==> src/rtl/hazard_ctrl.sv <==
// rtl/hazard_ctrl.sv - pipeline hold/load/flush sequencer with stall and flush counters
module hazard_ctrl #(
    parameter int REG_ADDR_W = 5,
    parameter int CNT_W      = 32
) (
    input  logic                  clk,
    input  logic                  rst_n,
    input  logic                  memread_ex,
    input  logic [REG_ADDR_W-1:0] rd_ex,
    input  logic [REG_ADDR_W-1:0] rs1_id,
    input  logic [REG_ADDR_W-1:0] rs2_id,
    input  logic                  rs1_used_id,
    input  logic                  rs2_used_id,
    input  logic                  branch_taken_ex,
    input  logic                  mdu_start_ex,
    input  logic                  mdu_done,
    input  logic                  dmem_req_mem,
    input  logic                  dmem_ready,
    input  logic                  imem_ready,
    output logic                  pcwrite,
    output logic                  ifidwrite,
    output logic                  ifflush,
    output logic                  idexwrite,
    output logic                  idexflush,
    output logic                  exmemwrite,
    output logic                  exmemflush,
    output logic                  memwbflush,
    output logic [CNT_W-1:0]      stall_cnt,
    output logic [CNT_W-1:0]      flush_cnt
);

    typedef enum logic [1:0] {RUN, MDU_WAIT, MEM_WAIT} state_t;

    state_t           state_q, state_d;
    logic             ret_mdu_q, ret_mdu_d;
    logic             done_pend_q, done_pend_d;
    logic [CNT_W-1:0] stall_cnt_q, stall_cnt_d;
    logic [CNT_W-1:0] flush_cnt_q, flush_cnt_d;

    logic new_dmem_miss;
    logic dmem_stall;
    logic mdu_busy;
    logic load_use;
    logic redirect_win;

    assign new_dmem_miss = dmem_req_mem & ~dmem_ready;
    assign dmem_stall    = (state_q == MEM_WAIT) | new_dmem_miss;
    assign mdu_busy      = ((state_q == RUN) & mdu_start_ex & ~mdu_done) |
                           ((state_q == MDU_WAIT) & ~mdu_done & ~done_pend_q);
    assign load_use      = memread_ex & (rd_ex != '0) &
                           ((rs1_used_id & (rs1_id == rd_ex)) | (rs2_used_id & (rs2_id == rd_ex)));
    assign redirect_win  = rst_n & ~dmem_stall & ~mdu_busy & branch_taken_ex;

    // Enables act in the same cycle; reset forces every enable low without waiting for a clock.
    always_comb begin
        pcwrite    = 1'b1;
        ifidwrite  = 1'b1;
        ifflush    = 1'b0;
        idexwrite  = 1'b1;
        idexflush  = 1'b0;
        exmemwrite = 1'b1;
        exmemflush = 1'b0;
        memwbflush = 1'b0;
        if (!rst_n) begin
            pcwrite    = 1'b0;
            ifidwrite  = 1'b0;
            idexwrite  = 1'b0;
            exmemwrite = 1'b0;
        end else if (dmem_stall) begin
            pcwrite    = 1'b0;
            ifidwrite  = 1'b0;
            idexwrite  = 1'b0;
            exmemwrite = 1'b0;
            memwbflush = 1'b1;
        end else if (mdu_busy) begin
            pcwrite    = 1'b0;
            ifidwrite  = 1'b0;
            idexwrite  = 1'b0;
            exmemflush = 1'b1;
        end else if (branch_taken_ex) begin
            ifflush    = 1'b1;
            idexflush  = 1'b1;
        end else if (load_use) begin
            pcwrite    = 1'b0;
            ifidwrite  = 1'b0;
            idexflush  = 1'b1;
        end else if (!imem_ready) begin
            pcwrite    = 1'b0;
            ifflush    = 1'b1;
        end
    end

    always_comb begin
        state_d     = state_q;
        ret_mdu_d   = ret_mdu_q;
        done_pend_d = done_pend_q;
        case (state_q)
            RUN: begin
                done_pend_d = 1'b0;
                if (new_dmem_miss) begin
                    state_d   = MEM_WAIT;
                    ret_mdu_d = 1'b0;
                end else if (mdu_start_ex && !mdu_done) begin
                    state_d = MDU_WAIT;
                end
            end
            MDU_WAIT: begin
                if (new_dmem_miss) begin
                    state_d     = MEM_WAIT;
                    ret_mdu_d   = 1'b1;
                    done_pend_d = done_pend_q | mdu_done;
                end else if (mdu_done || done_pend_q) begin
                    state_d     = RUN;
                    done_pend_d = 1'b0;
                end
            end
            MEM_WAIT: begin
                done_pend_d = done_pend_q | mdu_done;
                if (dmem_ready) begin
                    state_d = ret_mdu_q ? MDU_WAIT : RUN;
                    if (!ret_mdu_q) begin
                        done_pend_d = 1'b0;
                    end
                end
            end
            default: begin
                state_d     = RUN;
                ret_mdu_d   = 1'b0;
                done_pend_d = 1'b0;
            end
        endcase
    end

    always_comb begin
        stall_cnt_d = stall_cnt_q;
        flush_cnt_d = flush_cnt_q;
        if (!pcwrite && (stall_cnt_q != {CNT_W{1'b1}})) begin
            stall_cnt_d = stall_cnt_q + 1'b1;
        end
        if (redirect_win && (flush_cnt_q != {CNT_W{1'b1}})) begin
            flush_cnt_d = flush_cnt_q + 1'b1;
        end
    end

    always_ff @(posedge clk or negedge rst_n) begin
        if (!rst_n) begin
            state_q     <= RUN;
            ret_mdu_q   <= 1'b0;
            done_pend_q <= 1'b0;
            stall_cnt_q <= '0;
            flush_cnt_q <= '0;
        end else begin
            state_q     <= state_d;
            ret_mdu_q   <= ret_mdu_d;
            done_pend_q <= done_pend_d;
            stall_cnt_q <= stall_cnt_d;
            flush_cnt_q <= flush_cnt_d;
        end
    end

    assign stall_cnt = stall_cnt_q;
    assign flush_cnt = flush_cnt_q;

endmodule
==> config.mk <==
export PLATFORM = sky130hd
export DESIGN_NAME = hazard_ctrl
export DESIGN_NICKNAME = d
export VERILOG_FILES = /design/src/rtl/hazard_ctrl.sv
export SDC_FILE = /design/constraint.sdc
export NUM_CORES = 1
export LEC_CHECK = 0
export ABC_AREA = 1
export CORE_UTILIZATION = 45
export DETAILED_ROUTE_END_ITERATION = 16
export GPL_ROUTABILITY_DRIVEN = 1
export HOLD_SLACK_MARGIN = 0.05
export PLACE_DENSITY = 0.72
export SLEW_MARGIN = 20
export SYNTH_ARGS = -nofsm -noshare
export SYNTH_HDL_FRONTEND = slang
export SYNTH_SLANG_ARGS = --single-unit
==> constraint.sdc <==
create_clock -name clk -period 2.5 [get_ports clk]
set_input_delay 0.5 -clock clk [delete_from_list [all_inputs] [get_ports clk]]
set_output_delay 0.5 -clock clk [all_outputs]
set_load 0.03 [all_outputs]
==> run_results.csv <==
group,metric,value,unit
critical_path,r2r_end,"stall_cnt[9]$_DFFE_PN0P_",
power_and_ir_drop,power.density,712.0,nW/um^2
synthesis,async_flop_share,100.0,%
finish,drive_gt1_share,8.728,%
synthesis,synth_fp_nets,716,
critical_path,cp_data_required_time,2000,ps
synthesis,yosysWarnings,0,
global_route,top_usage_layer,"met2",
timing,fin_crit_sh,97.26,%
synthesis,seq_area_frac_synth,36.73,%
die,ios,98,
placed_design,dp_hpwl,9834,um
finish,antennaDiodeCount,0,
critical_path,end_kind,"output pin",
clock_network,tritoncts,"done",
finish,final_common_cell,"nand2_1",
global_route,met2_usage,43.50,%
clock_network,clock_path_buffers,2,
placed_design,port_buffers,97,
die,die_h,103.5,um
routing,drtIter0Drc,251,
critical_path,ff2ff_setup_slack,240,ps
routing,route.detailed.drc,0,
routing,first_pass_iters,5,
timing,tightest_slew,888.7,ps
global_route,grtUsageMet1,33.62,%
outcome,status,"finished clean",
timing,slew_headroom,40.76,%
critical_path,critPathKind,"flip-flop to output pin",
synthesis,synth.cell_area,4633,um^2
timing,fin_crit,2432,ps
clock_network,cts_buffers,9,
finish,area.sequential,1702,um^2
run,drv_cap,0,
routing,viasPerCell,5.020,
placed_design,dp_cells,913,
timing,setup_tns,0,ps
timing,finalHoldViolCount,0,
die,dieArea,10710,um^2
min_path,hold_class,"input port to async pin",
finish,nFillCells,930,
global_route,first_global_vias,4645,
synthesis,synth.distinct_cells,34,
routing,wirelength,13000,um
clock_network,htreeDepth,3,
timing,setup_viol_count_final,0,
placed_design,gp_congestion,0.9468,
clock_network,clk_pin_slew,80,ps
synthesis,netlist_top_cells_area,"dfrtp_1, nand2_1, xor2_1",
synthesis,synth_enable_flop_cells,0,
timing,fmax,411.3,MHz
global_route,grt_max_degree,69,
critical_path,ff2ff_path_depth,11,
die,core-area,9864,um^2
global_route,grt_overflow,0,
routing,detail-route-antenna-nets,0,
synthesis,syn_inst,684,
synthesis,synth_largest_area_cell,"dfrtp_1",
synthesis,synth.top_cell.area_share,36.73,%
global_route,grt_usage,26.35,%
timing,skew,7.416,ps
critical_path,crit_arrival,1930,ps
clock_network,clk_latency,360,ps
finish,syn2layout_area_growth,32.73,%
finish,nets,829,
critical_path,cp-start-kind,"flip-flop",
power_and_ir_drop,peakVddDrop,640.2,uV
finish,stdcell_count,935,
finish,multiInputGateArea,2640,um^2
routing,route.detailed.wl_per_inst,13.90,um
global_route,grt_antenna_before_repair,0,
timing,drv_slew,0,
global_route,grt_first_pass_wirelength,21580,um
critical_path,critPathMaxFanout,3,
critical_path,r2r_start,"stall_cnt[0]$_DFFE_PN0P_",
die,initial_core_util,46.97,%
die,rows,36,
die,die_w,103.5,um
power_and_ir_drop,leakage,2.879,nW
finish,final_cell_mix,"nand2_1, clkdlybuf4s50_1, nor2_1, dfrtp_1, inv_1",
synthesis,syn_avg_cell_area,6.774,um^2
synthesis,synth-seq-cells,68,
routing,num_vias,4694,
clock_network,root_buffer,"clkbuf_8",
clock_network,clkSinkCount,68,
timing,rsz0062_at_grt,"true",
global_route,use_met3,5.108,%
synthesis,synth_flop_cell,"dfrtp_1",
==> sequential cells by signal, summed over array words and instances (netlist names) <==
signal,count
flush_cnt,32
ret_mdu_q,1
done_pend_q,1
stall_cnt,32
state_q,2
==> report_power, final <==
group,internal [mW],switching (mW),leakage (nW)
registers,1.26,0.214,0.917
clock network,0.772,0.483,0.134
logic,0.662,0.989,1.83
==> metal layers <==
layer / vias up / share of wire, %
li1: 2359 / -
met1: 2150 / 44
met2: 161 / 47
met3: 24 / 6.4
met4: 0 / 2.6
met5: - / 0
==> synthesized netlist by cell type (6+ instances only) <==
| cell type | number |
|---|---|
| nand2_1 | 264 |
| nand3_1 | 46 |
| dfrtp_1 | 68 |
| o21ai_0 | 8 |
| o21ai_1 | 7 |
| ha_1 | 6 |
| xor2_1 | 40 |
| nor2_2 | 6 |
| xnor2_1 | 16 |
| buf_2 | 6 |
| nor3_1 | 27 |
| nor2_1 | 83 |
| nand4_1 | 8 |
| inv_1 | 63 |
==> worst max-delay path, cell delays in order (launching register included) <==
cell,delay (ps)
dfrtp_1,370
inv_1,90
ha_1,250
nor2_2,140
inv_1,90
nor2_4,100
nand2_2,90
a31oi_4,170
o21a_1,160
buf_6,130
==> cells by family after synthesis <==
group | after synthesis | synth area share (%)
compound gates | 25 | 2.971
buf+inv | 80 | 7.210
xor+xnor | 56 | 10.59
simple gates | 449 | 40.89
fa+ha+maj | 6 | 1.620
flops | 68 | 36.73
==> final cells by class <==
cell class | count | area share (%)
Clock buffer | 9 | 2.014
Multi-Input combinational cell | 536 | 42.93
Clock inverter | 7 | 2.380
Tap cell | 133 | 2.706
Sequential cell | 68 | 27.67
Inverter | 67 | 4.090
Timing Repair Buffer | 115 | 18.21
==> through the flow <==
stage / instance area, um^2 / util [%] / power [mW] / setup WS (ps) / hold slack [ps]
final: 6150 / 62.34 / 4.378 / 68.43 / 384.8
after detailed placement: 5789 / 58.69 / 3.056 / -19.83 / 484.9
after floorplan: 4644 / - / 2.440 / 11.40 / 204.4
after CTS: 6075 / 61.58 / 4.345 / 37.71 / 430.1
after global placement: 5789 / 58.69 / 3.024 / 44.67 / 482.5
after global routing: 6150 / 62.34 / 4.624 / -24.56 / 451.1
==> how the worst max path moves through the flow <==
stage	start	end	depth (start not counted)
floorplan	state_q[0]$_DFFE_PN0P_	ifflush	8
global placement	dmem_ready	flush_cnt[26]$_DFFE_PN0P_	13
detailed placement	rd_ex[4]	stall_cnt[28]$_DFFE_PN0P_	13
CTS	dmem_ready	ifflush	9
global route	state_q[0]$_DFFE_PN0P_	ifflush	9
finish	state_q[0]$_DFFE_PN0P_	ifflush	9
==> repair_timing <==
action,4_1_cts,5_1_grt
hold buffers,0,0
setup endpoints to repair,2,4
resized for setup,0,14
hold endpoints to repair,0,0
setup buffers,2,4
gates cloned,0,0
pin swaps,0,2
Note: power is estimated with default switching activity, not from simulation.
==> variant, RTL diff (config.mk and constraints unchanged) <==
Change the parameter `CNT_W` from 32 to 28.
--- a/src/rtl/hazard_ctrl.sv
+++ b/src/rtl/hazard_ctrl.sv
@@ -1,7 +1,7 @@
 // rtl/hazard_ctrl.sv - pipeline hold/load/flush sequencer with stall and flush counters
 module hazard_ctrl #(
     parameter int REG_ADDR_W = 5,
-    parameter int CNT_W      = 32
+    parameter int CNT_W      = 28
 ) (
     input  logic                  clk,
     input  logic                  rst_n,
Interface: changed (resized flush_cnt and stall_cnt); port bits go from 98 to 90. No check against the original RTL was run, so the function may have changed too.
==> variant against the original RTL <==
Wire length is 12% lower. Design area decreased by 9.1%. Synthesized area fell by 7.0%. Total power is 11% lower. Setup slack improved by 33 ps. Clock skew is 5.8 ps higher. Synthesized cell count decreased by 11%. Sequential cell count down 8.
==> variant: results <==
[run_status]
status = finished clean

[logic_synthesis]
synth_nets = 638
ys_seq_area_share_pct = 34.9
ys_types = 31
synth_xor_area_share_pct = 9.56
yosys-top-cells-area = dfrtp_1, nand2_1, xor2_1
netlist_top_cells_count = nand2_1, inv_1, dfrtp_1, nor2_1
synth_compound_area_share_pct = 3.49
synthAdderAreaFrac_pct = 1.74
syn_inst = 606

[critical_path]
crit_path_end = pcwrite
cp.arrival_ps = 1900
r2r_end = stall_cnt[2]
reg2regPathDepth = 9
critPathMaxStageDelay_ps = 500
crit_family = buffers and inverters
reg2reg_slack_ps = 410
crit_fanout = 3

[cells_and_area]
comb.multi_input.count = 466
nNonClkInverters = 69
syn_to_final_growth_pct = 29.8
nNonClkBuffers = 101
multi_input_area_mm2 = 0.00248
clkCellAreaFrac_pct = 3.43
clockBufferCount = 9
nets = 739
fillers = 869
buf_share_pct = 17.8
nFlopsAndLatches = 60
multi_input_area_share_pct = 44.4

[grt]
grt_pass1_vias = 4025
grt_usage_pct = 24.1
grt_first_pass_wirelength_mm = 19.0
met3_usage_pct = 4.39
met1_usage_pct = 32.6

[hold_path]
hold_path.class = in2async

[sta]
skew_ps = 13.2
hold_ws_ps = 396
worst_pin_slew_ps = 781

[clocking]
clock_latency_ps = 340
post_cts_resized = 2

[power_and_ir_drop]
p_sw_w = 0.00165
ir_drop_mv = 0.655
p_leak_nw = 2.62

[route]
vias_per_cell = 5.05
drtPass1Iterations = 4
drtIter0Drc = 178
dr_wl_met2_mm = 5.21
met1_length_mm = 5.23
vias = 4250

[place]
io_buffers = 89
placed_cells = 823
dp_hpwl_mm = 8.46
## variant: changes by cell type after synthesis, moves of 3 or more
cell / before / now
buf_6: 3 / 8
nor3_1: 27 / 20
buf_2: 6 / 2
nand3_2: 2 / 21
nand2_1: 264 / 217
nor2_1: 83 / 60
dfrtp_1: 68 / 60
nand3_1: 46 / 36
xnor2_1: 16 / 11
xor2_1: 40 / 36
o21ai_1: 7 / 10
nor3_2: 1 / 4
## variant: power by group through the flow
stage	Clock (W)	Sequential [W]	Combinational [W]
after CTS	0.000893	0.00136	0.00162
after floorplan	0	0.00160	0.000776
after global routing	0.000941	0.00139	0.00179
after detailed placement	0	0.00138	0.00159
after global placement	0	0.00137	0.00155
final	0.000875	0.00137	0.00164
## variant: metrics by stage
step,TNS (ps),setup WS [ps]
final,0,102
after floorplan,0,68.7
after global routing,-9.39,-9.34
after global placement,0,21.5
after detailed placement,-11.0,-5.13
after CTS,0,54.1
